==> config.mk <==
export PLATFORM = sky130hd
export DESIGN_NAME = fetch_packet_queue
export DESIGN_NICKNAME = d
export VERILOG_FILES = /design/src/rtl/util_pkg.sv /design/src/rtl/fetch_packet_queue.sv
export SDC_FILE = /design/constraint.sdc
export NUM_CORES = 1
export LEC_CHECK = 0
export BUFFER_PORTS_ARGS = -buffer_cell sky130_fd_sc_hd__buf_4
export CAP_MARGIN = 20
export CORE_ASPECT_RATIO = 0.8
export CORE_UTILIZATION = 35
export CTS_CLUSTER_DIAMETER = 120
export DETAILED_ROUTE_END_ITERATION = 12
export GPL_TIMING_DRIVEN = 0
export PLACE_DENSITY = 0.5
export REMOVE_ABC_BUFFERS = 1
export SYNTH_ARGS = -nofsm -noshare
export SYNTH_HDL_FRONTEND = slang
export SYNTH_SLANG_ARGS = --single-unit
==> constraint.sdc <==
create_clock -name clk -period 6.7 [get_ports clk]
set_input_delay 1.34 -clock clk [delete_from_list [all_inputs] [get_ports clk]]
set_output_delay 1.34 -clock clk [all_outputs]
set_load 0.005 [all_outputs]
==> src/rtl/util_pkg.sv <==
// util_pkg: shared fetch-path types and sizing constants
// INSTR_COUNT   packets per fetch group and per decode group
// PACKET_SIZE   bits per fetched packet
// FQ_DEPTH      default fetch packet queue depth
// fetched_packet {pc[31:0], data[31:0], taken_branch}
package util_pkg;
    localparam int INSTR_COUNT = 2;
    localparam int PACKET_SIZE = 65;
    localparam int FQ_DEPTH = 8;
    typedef struct packed {
        logic [31:0] pc;
        logic [31:0] data;
        logic        taken_branch;
    } fetched_packet;
endpackage

==> src/rtl/fetch_packet_queue.sv <==
// fetch_packet_queue: circular packet FIFO between instruction fetch and decode
// clk           rising-edge clock
// rst_n         asynchronous active-low reset
// valid_i       IF presents a fetch group
// valid_mask_i  per-slot valid of the fetch group
// packet_i      fetch group, slot 0 oldest
// ready_o       room for a full fetch group
// flush_i       discard all queued packets
// valid_o       per-slot valid toward decode, contiguous from slot 0
// packet_o      oldest entries, zero in invalid slots
// ready_i       decode accepts every valid slot
// occupancy_o   current entry count
module fetch_packet_queue
    import util_pkg::*;
#(
    parameter int DEPTH = FQ_DEPTH
) (
    input  logic                                   clk,
    input  logic                                   rst_n,
    input  logic                                   valid_i,
    input  logic [INSTR_COUNT-1:0]                 valid_mask_i,
    input  fetched_packet [INSTR_COUNT-1:0]        packet_i,
    output logic                                   ready_o,
    input  logic                                   flush_i,
    output logic [INSTR_COUNT-1:0]                 valid_o,
    output fetched_packet [INSTR_COUNT-1:0]        packet_o,
    input  logic                                   ready_i,
    output logic [$clog2(DEPTH):0]                 occupancy_o
);
    localparam int PW = $clog2(DEPTH);
    typedef logic [PW-1:0] ptr_t;
    typedef logic [PW:0] cnt_t;

    ptr_t head, tail;
    cnt_t count, pushed, popped;
    logic push, pop;
    fetched_packet mem [DEPTH];

    function automatic cnt_t popcount(input logic [INSTR_COUNT-1:0] m);
        cnt_t n;
        n = '0;
        for (int i = 0; i < INSTR_COUNT; i++) n = n + cnt_t'(m[i]);
        return n;
    endfunction

    // Compaction: a set slot lands after every set slot below it.
    function automatic ptr_t slot_offset(input logic [INSTR_COUNT-1:0] m, input int k);
        ptr_t n;
        n = '0;
        for (int i = 0; i < INSTR_COUNT; i++) if (i < k) n = n + ptr_t'(m[i]);
        return n;
    endfunction

    always_comb begin
        ready_o = count <= cnt_t'(DEPTH - INSTR_COUNT);
        valid_o = '0;
        packet_o = '0;
        for (int k = 0; k < INSTR_COUNT; k++) begin
            valid_o[k] = count > cnt_t'(k);
            packet_o[k] = valid_o[k] ? mem[head + ptr_t'(k)] : '0;
        end
    end

    assign push = valid_i & ready_o & ~flush_i;
    assign pop = ready_i & ~flush_i;
    assign pushed = push ? popcount(valid_mask_i) : '0;
    assign popped = pop ? popcount(valid_o) : '0;
    assign occupancy_o = count;

    always_ff @(posedge clk or negedge rst_n) begin
        if (!rst_n) begin
            head <= '0;
            tail <= '0;
            count <= '0;
        end else if (flush_i) begin
            head <= '0;
            tail <= '0;
            count <= '0;
        end else begin
            head <= head + ptr_t'(popped);
            tail <= tail + ptr_t'(pushed);
            count <= count + pushed - popped;
        end
    end

    always_ff @(posedge clk) begin
        if (push)
            for (int k = 0; k < INSTR_COUNT; k++)
                if (valid_mask_i[k]) mem[tail + slot_offset(valid_mask_i, k)] <= packet_i[k];
    end
endmodule

=== Word-level counts from Yosys, hierarchy flattened ===
Memory sizes are Yosys's and may differ from the RTL's.
Index checks and enable logic that the tools add are counted.

* Flip-flop bits (word level): 10
* Bits in writable memories: 520
* Bits of input ports: 137
* Output and inout bits: 137
* Memories kept: 1

* $add $sub $neg: 8
* $lt $le $gt $ge: 3
* Muxes and demuxes: 15
* Bitwise gates (word level): 4

{| class="wikitable"
|+ Memories
! name !! depth !! width !! rd ports !! clocked after memory_dff !! wr ports !! RTL line !! text
|-
| mem || 8 || 65 || 2 || 0 || 2 || fetch_packet_queue.sv:37 || <nowiki>fetched_packet mem [DEPTH];</nowiki>
|}

{| class="wikitable"
|+ Operator list
! operator !! number
|-
| $mux 65 || 2
|-
| $mux 3 || 4
|-
| $gt 4x1->1 const B || 2
|-
| $add 3x2->3 || 2
|-
| $mux 1 || 6
|-
| $add 1x1->2 || 2
|-
| $add 4x2->4 || 1
|-
| $le 4x3->1 const B || 1
|-
| $mux 2 || 2
|-
| $mux 4 || 1
|-
| $sub 4x2->4 || 1
|-
| $add 3x1->3 const B || 1
|-
| $add 3x3->3 || 1
|-
| $and 1x1->1 || 3
|-
| $not 1->1 || 1
|}

=== Logic depth before layout (Yosys ltp) ===
* Word-level depth: 7
* Depth in mapped cells: 16
* Depth with buffers taken out: 14

=== Worst setup path before layout ===
OpenSTA, ideal clock, no wires.

* Path type: input to register
* Start point: input port valid_mask_i[0]
* End point: memory mem[4][0] (netlist bit) (enable)
* Data arrival time: 5.453 ns
* Setup slack: 0.737 ns
* Stages on the path: 6
* Cell sequence: ha_1 ha_1 clkbuf_1 nor3b_1 nand2_1 a21oi_1

{| class="wikitable"
|+ RTL lines
! element !! RTL line !! text
|-
| start, declared || fetch_packet_queue.sv:21 || <nowiki>input logic [INSTR_COUNT-1:0] valid_mask_i,</nowiki>
|-
| end, declared || fetch_packet_queue.sv:37 ||
|}

==> impl_metrics.json <==
{
  "rsz0062_at_grt": "no",
  "fill_cells": 8026,
  "critPathMaxStageDelay_ns": 0.79,
  "yosysTopAreaCell": "edfxtp_1",
  "via_count": 22000,
  "regArea_mm2": 0.0159,
  "hold_violations": 0,
  "fmax_ghz": 0.176,
  "cp_top_family": "buffers and inverters",
  "dieArea_mm2": 0.0904,
  "leakagePower_nw": 13.8,
  "gr-total-overflow": 0,
  "place_congestion": 0.758,
  "grt_use_total_pct": 23.1,
  "clock_latency_ns": 0.62,
  "cp_common_cell": "buf_16",
  "grt_pass1_vias": 22500,
  "die_y_um": 269,
  "synthTopCellsByArea": "edfxtp_1 (50%), mux2_2 (16%), mux4_2 (9.4%)",
  "synth.yosys.seq_area_share_pct": 50.8,
  "synth_area_mm2": 0.0312,
  "drc_errors": 0,
  "antenna_found_initial": 15,
  "yosys_register_bits": 530,
  "start_kind": "register",
  "clock_sinks": 530,
  "synth_top_cell_area_share_pct": 50.0,
  "worstMarginPinSlew_ns": 1.04,
  "clkSlewWorstSetupHoldPaths_ns": 0.06,
  "cts_tree": "built",
  "multiInputGateArea_mm2": 0.0145,
  "cts-resized-gates": 0,
  "io_pins": 274,
  "crit_start": "head[0]",
  "grt_max_degree": 52,
  "cts_setup_buffers": 0,
  "worst_slew_margin_rel_pct": 30.3,
  "clockBufferDepth": 3,
  "rr_worst_depth": 9,
  "p_total_mw": 11.7,
  "hold_buffers": 0,
  "finalNetCount": 2871,
  "crit_type": "reg2out",
  "yosysWarnings": 0,
  "hp-class": "in2async",
  "timing.critical_path.to": "packet_o[117]",
  "crit_slowest_cell": "dfrtp_4",
  "timing.rr.end": "mem[2][45]",
  "drv_cap": 0,
  "ant_nets": 0,
  "min_period_ns": 5.70,
  "synth_commonest_cells": "nand2_1 (529), edfxtp_1 (520), mux2_2 (440)",
  "rows": 97,
  "vias_per_cell": 5.56,
  "required_ns": 5.36,
  "ctsHtreeMaxLevel": 2,
  "r2r_start": "tail[0]",
  "finalCritPeriodShare_pct": 85.0,
  "grt_pass1_wl_um": 153000,
  "fp.dieW_um": 336,
  "dr.pass1.iters": 7,
  "start_util_pct": 35.5,
  "synth_most_common_cell": "nand2_1",
  "drtIter0Drc": 1697,
  "synth_ff_type": "edfxtp_1",
  "wirelength_um": 107000,
  "drv_slew": 0,
  "synthArstFlopShare_pct": 1.89,
  "run_status": "finished, final reports clean",
  "drive_gt1_share_pct": 40.1,
  "ir_worst_vdd_v": 0.000210,
  "avgRoutedWirePerCell_um": 26.9,
  "syn_inst": 2457,
  "cp_max_fo": 27,
  "power_per_cell_area_mw_per_mm2": 306,
  "finalSetupViolations": 0,
  "core-area_mm2": 0.0879,
  "syn_area_per_cell_um2": 12.7,
  "area_growth_pct": 22.6,
  "synth_edf_count": 520,
  "io_buffers": 273,
  "rrSetupSlack_ns": 2.82,
  "dp_hpwl_um": 71600,
  "numCtsBuffers": 60,
  "ys_types": 44,
  "crit_chain": "buf_16 -> ha_1 -> xor2_4 -> buf_12 -> buf_16 -> buf_16 -> buf_16 -> buf_16 -> nand2_1 -> a21oi_1 -> or4_1 -> buf_4",
  "cp.depth": 12,
  "final_util_pct": 43.5,
  "skew_ns": 0.0175,
  "cp.buffers_inverters": 7,
  "arrival_ns": 4.36,
  "cts-root-buf": "clkbuf_16",
  "setup.worst_path.end_class": "output port"
}
==> stage by stage <==
stage                     TNS (ns)  hold WS (ns)  setup WS, ns  cell area, µm²  instances
after global placement    -4824.90         0.717        -24.53           33800       3729
after global routing             0         0.523         0.804           38200       3952
final                            0         0.536          1.00           38300       3956
after detailed placement         0         0.747          1.65           36400       3842
after CTS                        0         0.504         0.952           38200       3949
after floorplan            -651.58         0.649         -9.47           30300       2268
==> sequential cells by signal (all words and copies together), names as in the netlist <==
| signal | cells |
|---|---|
| tail | 3 |
| mem | 520 |
| occupancy_o | 4 |
| head | 3 |
==> logic make-up (layout without fill, tap and decap cells) <==
kind of cell,after synthesis,after routing,share of synthesized area (%)
muxes,715,715,30.8
AOI/OAI and AO/OA,276,276,4.48
and+or+nand+nor,707,707,9.58
other,0,7,0
adders and majority gates,18,18,0.818
buffers and inverters,203,507,3.19
DFF,530,530,50.8
xor gates and xnor gates,8,8,0.249
==> worst min-delay path by stage <==
stage / from / endpoint / slack [ns]
floorplan: tail[2] / tail[2] / 0.65
CTS: rst_n / head[2] / 0.50
global placement: tail[2] / tail[2] / 0.72
finish: rst_n / head[2] / 0.54
global route: rst_n / occupancy_o[0] / 0.52
detailed placement: occupancy_o[0] / occupancy_o[0] / 0.75
==> where the power goes <==
part | internal, mW | switching, mW | total [mW] | leakage, nW
sequential | 3.74 | 0.125 | 3.86 | 4.82
combinational | 2.23 | 2.42 | 4.65 | 8.08
clock | 1.83 | 1.36 | 3.20 | 0.900
==> per-layer routing <==
layer,track usage [%],routed length [µm],vias to the layer above
met2,40.3,53200,806
met5,0,109,-
li1,-,-,9775
met3,4.37,7240,210
met4,6.99,2770,16
met1,29.0,43200,11200
==> worst register-to-register path, delay by kind of cell, from the launching register on <==
kind / cells / cell delay [ns]
flops: 1 / 0.46
buf+inv: 4 / 0.92
simple gates: 1 / 0.79
fa+ha+maj: 2 / 0.43
mux: 1 / 0.28
xor+xnor: 1 / 0.76
==> area by class of cell <==
cell class                 instances  area share [%]
clock buffer                      85            4.39
multi-input combinational       1724            38.0
tap                             1188            3.89
clock inverter                    22           0.464
sequential                       530            41.5
timing repair buffer             386            11.6
antenna                            7          0.0458
inverter                          14           0.137
==> layout by cell type, fill, tap and decap left out, types with 3 or more instances in the layout <==
| cell type | count |
|---|---|
| nand2_1 | 528 |
| edfxtp_1 | 520 |
| mux2_2 | 440 |
| buf_4 | 280 |
| a21oi_1 | 262 |
| mux4_2 | 130 |
| nor2_1 | 77 |
| or4_1 | 65 |
| mux2i_1 | 65 |
| clkbuf_16 | 62 |
| mux2_4 | 50 |
| buf_16 | 46 |
| buf_12 | 40 |
| mux2_1 | 30 |
| clkbuf_1 | 19 |
| clkinv_1 | 15 |
| inv_1 | 14 |
| ha_1 | 14 |
| buf_6 | 13 |
| nor2b_1 | 9 |
| diode_2 | 7 |
| buf_8 | 7 |
| dfrtp_1 | 7 |
| nor2_4 | 5 |
| a21oi_4 | 5 |
| nand3_1 | 4 |
| fa_1 | 4 |
| clkbuf_8 | 4 |
| xor2_1 | 3 |
| nand3_4 | 3 |
| xnor2_1 | 3 |
| o21ai_4 | 3 |
| bufinv_16 | 3 |
| clkinv_2 | 3 |
| dfrtp_4 | 3 |
No activity file was read; power rests on OpenSTA's default activity.
